`src/rtl/if_fetch_pkg.sv`:
```
// Shared constants and helpers for the instruction-fetch stage.
// Imported by if_fetch; holds bus widths, reset/pause encodings and word assembly.
package if_fetch_pkg;

  localparam int InstAddrBus = 32;
  localparam int InstBus     = 32;
  localparam int ByteBus     = 8;

  localparam logic [InstBus-1:0] ZeroWord     = '0;
  localparam logic               RstEnable    = 1'b0;
  localparam logic               PauseDisable = 1'b0;

  localparam logic [2:0] BytesPerInst = 3'd4;

  typedef logic [ByteBus-1:0] byte_t;

  // Little-endian assembly: lane 0 lands in bits 7:0, the final byte in 31:24.
  function automatic logic [InstBus-1:0] assemble(input byte_t top,
                                                  input logic [2:0][ByteBus-1:0] low);
    return {top, low[2], low[1], low[0]};
  endfunction

endpackage

```
`src/rtl/if_fetch.sv`:
```
// Instruction-fetch stage: reads a 32-bit instruction as four byte reads through an
// arbitrated 8-bit port, assembles it little-endian and presents it to IF/ID.
module if_fetch
  import if_fetch_pkg::*;
#(
  parameter int               ADDR_W   = InstAddrBus,
  parameter logic [ADDR_W-1:0] RESET_PC = '0
) (
  input  logic               clk,
  input  logic               rst,
  input  logic               rdy,
  input  logic               stall_if,
  input  logic               branch_en,
  input  logic [ADDR_W-1:0]  branch_target,
  output logic               mem_req,
  output logic [ADDR_W-1:0]  mem_addr,
  input  logic               mem_grant,
  input  logic [ByteBus-1:0] mem_rdata,
  output logic [ADDR_W-1:0]  if_pc,
  output logic [InstBus-1:0] if_inst,
  output logic               if_valid
);

  logic [ADDR_W-1:0]        pc;
  logic [2:0]               issue_cnt;
  logic [1:0]               recv_cnt;
  logic                     inflight;
  logic [2:0][ByteBus-1:0]  lanes;
  logic                     hold;
  logic                     granted;

  // NOTE: every signal driven in always_comb gets a value on every path; defaults
  // first so no path can leave one unassigned and infer a latch.
  always_comb begin
    hold     = if_valid & (stall_if != PauseDisable);
    mem_req  = (rst != RstEnable) & rdy & (issue_cnt < BytesPerInst) & ~hold & ~branch_en;
    mem_addr = '0;
    if (mem_req) mem_addr = pc + ADDR_W'(issue_cnt);
    granted  = mem_req & mem_grant;
  end

  // NOTE: state registers use non-blocking assignments so every update in this block
  // sees the pre-edge values, matching how the flops actually behave.
  always_ff @(posedge clk) begin
    if (rst == RstEnable) begin
      pc        <= RESET_PC;
      issue_cnt <= '0;
      recv_cnt  <= '0;
      inflight  <= 1'b0;
      if_pc     <= '0;
      if_inst   <= ZeroWord;
      if_valid  <= 1'b0;
    end else if (rdy && branch_en) begin
      // Redirect wins over stall and completion; a byte still in flight is dropped.
      pc        <= branch_target;
      issue_cnt <= '0;
      recv_cnt  <= '0;
      inflight  <= 1'b0;
      if_valid  <= 1'b0;
    end else begin
      inflight <= granted;
      if (granted) issue_cnt <= issue_cnt + 3'd1;

      if (inflight && recv_cnt == 2'd3) begin
        if_valid  <= 1'b1;
        if_pc     <= pc;
        if_inst   <= assemble(mem_rdata, lanes);
        pc        <= pc + ADDR_W'(4);
        issue_cnt <= '0;
        recv_cnt  <= '0;
      end else begin
        if (inflight) recv_cnt <= recv_cnt + 2'd1;
        // Handoff: an unstalled presented instruction is consumed at this edge.
        if (rdy && if_valid && stall_if == PauseDisable) if_valid <= 1'b0;
      end
    end
  end

  // NOTE: the byte lanes are pure datapath and are left out of reset; recv_cnt
  // restarting at zero guarantees every lane is rewritten before it is used.
  always_ff @(posedge clk) begin
    if (rst != RstEnable && !(rdy && branch_en) && inflight) begin
      case (recv_cnt)
        2'd0:    lanes[0] <= mem_rdata;
        2'd1:    lanes[1] <= mem_rdata;
        2'd2:    lanes[2] <= mem_rdata;
        default: ;
      endcase
    end
  end

endmodule

```
`config.mk`:
```
export PLATFORM = sky130hd
export DESIGN_NAME = if_fetch
export DESIGN_NICKNAME = d
export VERILOG_FILES = /design/src/rtl/if_fetch_pkg.sv /design/src/rtl/if_fetch.sv
export SDC_FILE = /design/constraint.sdc
export NUM_CORES = 1
export LEC_CHECK = 0
export CAP_MARGIN = 20
export CORE_ASPECT_RATIO = 1.4
export CORE_UTILIZATION = 50
export DETAILED_ROUTE_END_ITERATION = 8
export GPL_TIMING_DRIVEN = 0
export HOLD_SLACK_MARGIN = 0.15
export PLACE_DENSITY_LB_ADDON = 0.12
export SLEW_MARGIN = 10
export SYNTH_ARGS = -nofsm -noshare
export SYNTH_HDL_FRONTEND = slang
export SYNTH_SLANG_ARGS = --single-unit
```
`constraint.sdc`:
```
create_clock -name clk -period 2.63 [get_ports clk]
set_input_delay 0.263 -clock clk [delete_from_list [all_inputs] [get_ports clk]]
set_output_delay 0.263 -clock clk [all_outputs]
set_load 0.01 [all_outputs]
```
Word-level counts from Yosys, hierarchy flattened
Cells that the tools add are included.
{ "op_classes": {"reduce_logical": 16, "n_lt_le_gt_ge": 1, "bitwise": 11, "n_addsub": 4, "muxes": 5, "n_eq_ne": 3} }
{ "op_table": {"columns": ["op", "count"], "rows": [
  ["two-way mux 32 bit", 3],
  ["adder 32 x 3 -> 32 bit", 1],
  ["adder 32 x 3 -> 32 bit (second input constant)", 1],
  ["AND reduction 2 bit", 4],
  ["bitwise AND 1 bit", 6],
  ["logical AND 1 bit", 6],
  ["NOT 1 bit", 5],
  ["== test 2 bit (second input constant)", 2],
  ["nonzero test 2 bit", 2],
  ["adder 3 x 1 -> 3 bit (second input constant)", 1],
  ["less-than comparator 3 bit (second input constant)", 1],
  ["OR reduction 3 bit", 1],
  ["adder 2 x 1 -> 2 bit (second input constant)", 1],
  ["== test 2 x 1 -> 1 bit (second input constant)", 1],
  ["zero test 2 bit", 1],
  ["two-way mux 1 bit", 2],
  ["OR reduction 2 bit", 1],
  ["zero test 1 bit", 1]
]} }
{ "totals": {"regBits": 127, "elab_cells": 50, "output_inout_bits": 98, "input_bits": 46} }

Depth between registers and ports, before layout
{ "logic_depth": {"word_depth": 5, "ltp_mapped": 8, "depth_no_buf": 7} }

Least setup slack after synthesis
No wires, ideal clock.
{ "synth_timing": {"kind": "flip-flop to output port", "startpoint": "register issue_cnt[0]", "endpoint": "output mem_addr[20]", "path_buffers": 1, "path_slack_ns": 0.188, "path_stages_with_launch": 9, "t_required_ns": 2.367, "arrival_ns": 2.179, "cell_sequence": "dfxtp_1 ha_1 inv_1 fa_1 nor2b_1 clkbuf_1 o2111ai_1 or4_1 a21oi_1"} }
{ "synth_between": {"elab_chain_len": 5, "word_cells_on_any_way": 6, "classes_between": "add/sub (1); order compare (1); mux (1); bitwise (3)"} }
{ "synth_lines": {"columns": ["element", "line_no", "rtl"], "rows": [
  ["start: declaration", "if_fetch.sv:25", "logic [2:0] issue_cnt;"],
  ["start signal: assignment", "if_fetch.sv:62", "if (granted) issue_cnt <= issue_cnt + 3'd1;"],
  ["parallel branches: the longest is 4 deep, another holds adder 32 x 3 -> 32 bit", null, null],
  ["two-way mux 32 bit (*)", "if_fetch.sv:38", "if (mem_req) mem_addr = pc + ADDR_W'(issue_cnt);"],
  ["end: declaration", "if_fetch.sv:16", "output logic [ADDR_W-1:0] mem_addr,"]
]} }
Every way passes the cells marked *.

Worst setup path after layout
{ "layout_timing": {"startpoint": "register pc[3]", "endpoint": "output mem_addr[25]"} }
{ "layout_between": {"elab_chain_len": 2} }
{ "layout_lines": {"columns": ["element", "line_no", "rtl"], "rows": [
  ["start: declaration", "if_fetch.sv:24", "logic [ADDR_W-1:0] pc;"],
  ["start signal: assignment", "if_fetch.sv:55", "pc <= branch_target;"],
  ["start signal: assignment", "if_fetch.sv:68", "pc <= pc + ADDR_W'(4);"],
  ["adder 32 x 3 -> 32 bit", "if_fetch.sv:38", null],
  ["two-way mux 32 bit", "if_fetch.sv:38", null]
]} }
No other way between the ends.

==> results.json <==
{
  "r2r_start": "recv_cnt[0]",
  "io_pins": 144,
  "max-cap-violations": 0,
  "cts_max_level": 4,
  "grt_max_degree": 17,
  "synthTopCellsByCount": "159 x nand2_1, 103 x dfxtp_1, 90 x a21oi_1",
  "drive_gt1_frac": 0.2077,
  "antenna_found_initial": 0,
  "die_h_um": 130.8,
  "async_flop_share": 0,
  "synth_warnings": 0,
  "numCtsBuffers": 17,
  "p_int_mw": 3.517,
  "path_delay_family": "simple AND/OR/NAND/NOR gates",
  "hold_viol": 0,
  "synth.ff_latch_count": 127,
  "start_kind": "register",
  "totalWireLength_um": 21450,
  "post_synth_num_cell_types": 48,
  "p_per_area_nw_per_um2": 536.0,
  "drt-wirelength-per-cell_um": 20.25,
  "grt-ovfl-total": 0,
  "r2r_cells": 6,
  "tns_ns": -1.992,
  "first_global_vias": 6391,
  "max_stage_delay_ns": 0.59,
  "power.leakage_nw": 3.149,
  "final-setup-viol-count": 15,
  "violations": "negative setup slack",
  "synth.area.top_cells": "dfxtp_1 35%, edfxtp_1 12%, nand2_1 10%",
  "pwr-share-comb": 0.084,
  "crit_fanout": 5,
  "drv_slew": 0,
  "reg2reg_to": "pc[21]",
  "crit_slowest_cell": "or4_4",
  "area_growth_pct": 49.27,
  "fin_skew_ns": 0.009848,
  "seq_area_frac_synth": 0.4695,
  "insertion_delay_ns": 0.42,
  "drcViolationCount": 0,
  "fmax_ghz": 0.3554,
  "nets": 958,
  "regToRegSetupSlack_ns": 0.17,
  "worstMarginPinSlew_ns": 0.9871,
  "synth_edf_count": 24,
  "place_congestion": 0.9486,
  "synth_area_leader_cell": "dfxtp_1",
  "die_w_um": 94.02,
  "cp-end-kind": "primary output",
  "start_util": 0.5175,
  "p_sw_mw": 1.224,
  "diodes": 0,
  "status": "complete, but fails checks",
  "fin_ws_ns": -0.1837,
  "first_pass_iters": 9,
  "fp-row-count": 46,
  "clock_path_buffers": 2,
  "cts-root-buf": "clkbuf_16",
  "min_from": "branch_target[18]",
  "antenna_left": 0,
  "syn-instance-count": 705,
  "crit_chain": "buf_6 -> nand3_1 -> or4_4 -> buf_6 -> or4_4 -> a21oi_2 -> buf_2",
  "power_mw": 4.742,
  "seq_power_share": 0.436,
  "synth-main-ff-cell": "dfxtp_1",
  "path_clk_slew_ns": 0.06,
  "criticalPathCategory": "register to primary output",
  "grt_usage": 0.3470,
  "period_minus_slack_ns": 2.814,
  "tritoncts": "done",
  "holdCritPathClass": "input pin to register",
  "grt_pass1_wl_um": 32090,
  "drt_iter0_drc": 532,
  "required_ns": 2.37,
  "arrival_ns": 2.55,
  "dp_cells": 992,
  "cp_num_buf_inv": 3,
  "netlist.area_leader.share": 0.3479,
  "switching_share": 0.2582,
  "fin_util": 0.7724,
  "cts.sinks": 127,
  "fin_crit_sh": 1.070,
  "layoutNonFillerInstCount": 1059,
  "coreArea_sq_um": 11450,
  "peakVddDrop_uv": 423.7,
  "post-synth-top-count-cell": "nand2_1",
  "port_buffers": 143,
  "syn_avg_cell_area_sq_um": 8.407,
  "min_path_cells": 3,
  "pwr-share-clk": 0.480,
  "syn_area_sq_um": 5927,
  "synth_fp_nets": 761,
  "rsz0062_at_grt": "true",
  "min_to": "pc[18]",
  "via_per_inst": 6.127,
  "dieArea_sq_um": 12300,
  "num_vias": 6489,
  "maxSlewHeadroom": 0.3395,
  "post-dp-hpwl_um": 13820
}
[stage by stage]
stage | cell area [sq um] | hold slack, ns | worst slack, ns
after floorplan | 5927 | 0.3530 | 0.1881
after global placement | 7538 | 0.4416 | -0.6657
after detailed placement | 7538 | 0.4491 | -0.7620
after CTS | 8705 | 0.4068 | -0.2094
after global routing | 8847 | 0.4681 | -0.2169
final | 8847 | 0.4456 | -0.1837
[routing by layer]
metal	GRT usage	vias up	share of wire
met5	0	-	0
met4	0.2335	0	0.053
met3	0.06424	102	0.076
met2	0.6063	398	0.51
met1	0.3812	3070	0.36
li1	-	2919	-
[sequential cells by signal, summed over array words and instances, names as in the netlist]
signal     count
if_inst       32
if_pc         32
if_valid       1
inflight       1
issue_cnt      3
lanes         24
pc            32
recv_cnt       2
[placed cells by master (no fill, tap or decap), drive strengths merged, types with 11 or more instances in the layout]
cell type / instances
clkbuf: 59
nand3: 15
nand4: 14
o31ai: 11
or4: 19
dfxtp: 103
a21oi: 90
edfxtp: 24
a31oi: 11
nand2: 159
inv: 12
xor2: 11
or3: 25
nor2: 26
o21ai: 34
buf: 77
clkdlybuf4s50: 112
[power by group through the flow]
stage                     registers, mW  clock network (mW)  logic (mW)
after floorplan                    2.08                   0       0.165
after global placement             2.09                   0       0.314
after detailed placement           2.09                   0       0.323
after CTS                          2.06                2.26       0.376
after global routing               2.07                2.37       0.419
final                              2.07                2.27       0.398
[worst min-delay path: stages]
cell and delay, ns:
clkdlybuf4s50_1 0.40, nor2_1 0.11, a311oi_1 0.05
[final cells by class]
class                           count  area (sq um)
Clock inverter                     14         130.1
Clock buffer                       18         429.2
Multi-Input combinational cell    510          3232
Fill cell                         804          2606
Timing Repair Buffer              186          1685
Tap cell                          144         180.2
Sequential cell                   127          2809
Inverter                            7         31.28
Buffer                             53         350.3
[worst max path at each step]
stage / start / endpoint / slack, ns / cells past startpoint
after global routing: issue_cnt[0] / mem_addr[18] / -0.22 / 10
after global placement: branch_en / mem_addr[30] / -0.67 / 9
after CTS: issue_cnt[0] / mem_addr[20] / -0.21 / 9
after floorplan: issue_cnt[0] / mem_addr[20] / 0.19 / 8
final: pc[3] / mem_addr[25] / -0.18 / 7
after detailed placement: branch_en / mem_addr[30] / -0.76 / 9
[what timing repair did]
| action | CTS | global route |
|---|---|---|
| hold endpoints to repair | 0 | 0 |
| pin swaps | 27 | 15 |
| gates cloned | 2 | 0 |
| resized for setup | 200 | 37 |
| hold buffers | 0 | 0 |
| setup endpoints to repair | 33 | 30 |
| buffers inserted | 35 | 7 |
[kinds of logic (layout without fill, tap and decap cells)]
group | Yosys count | in the layout | share of synthesized area
simple gates | 295 | 295 | 0.2430
compound gates | 179 | 180 | 0.1777
buf+inv | 69 | 278 | 0.04940
flops | 127 | 127 | 0.4695
mux | 5 | 5 | 0.008445
fa+ha+maj | 10 | 10 | 0.02238
xor+xnor | 20 | 20 | 0.02955
No activity file was read; power rests on OpenSTA's default activity.
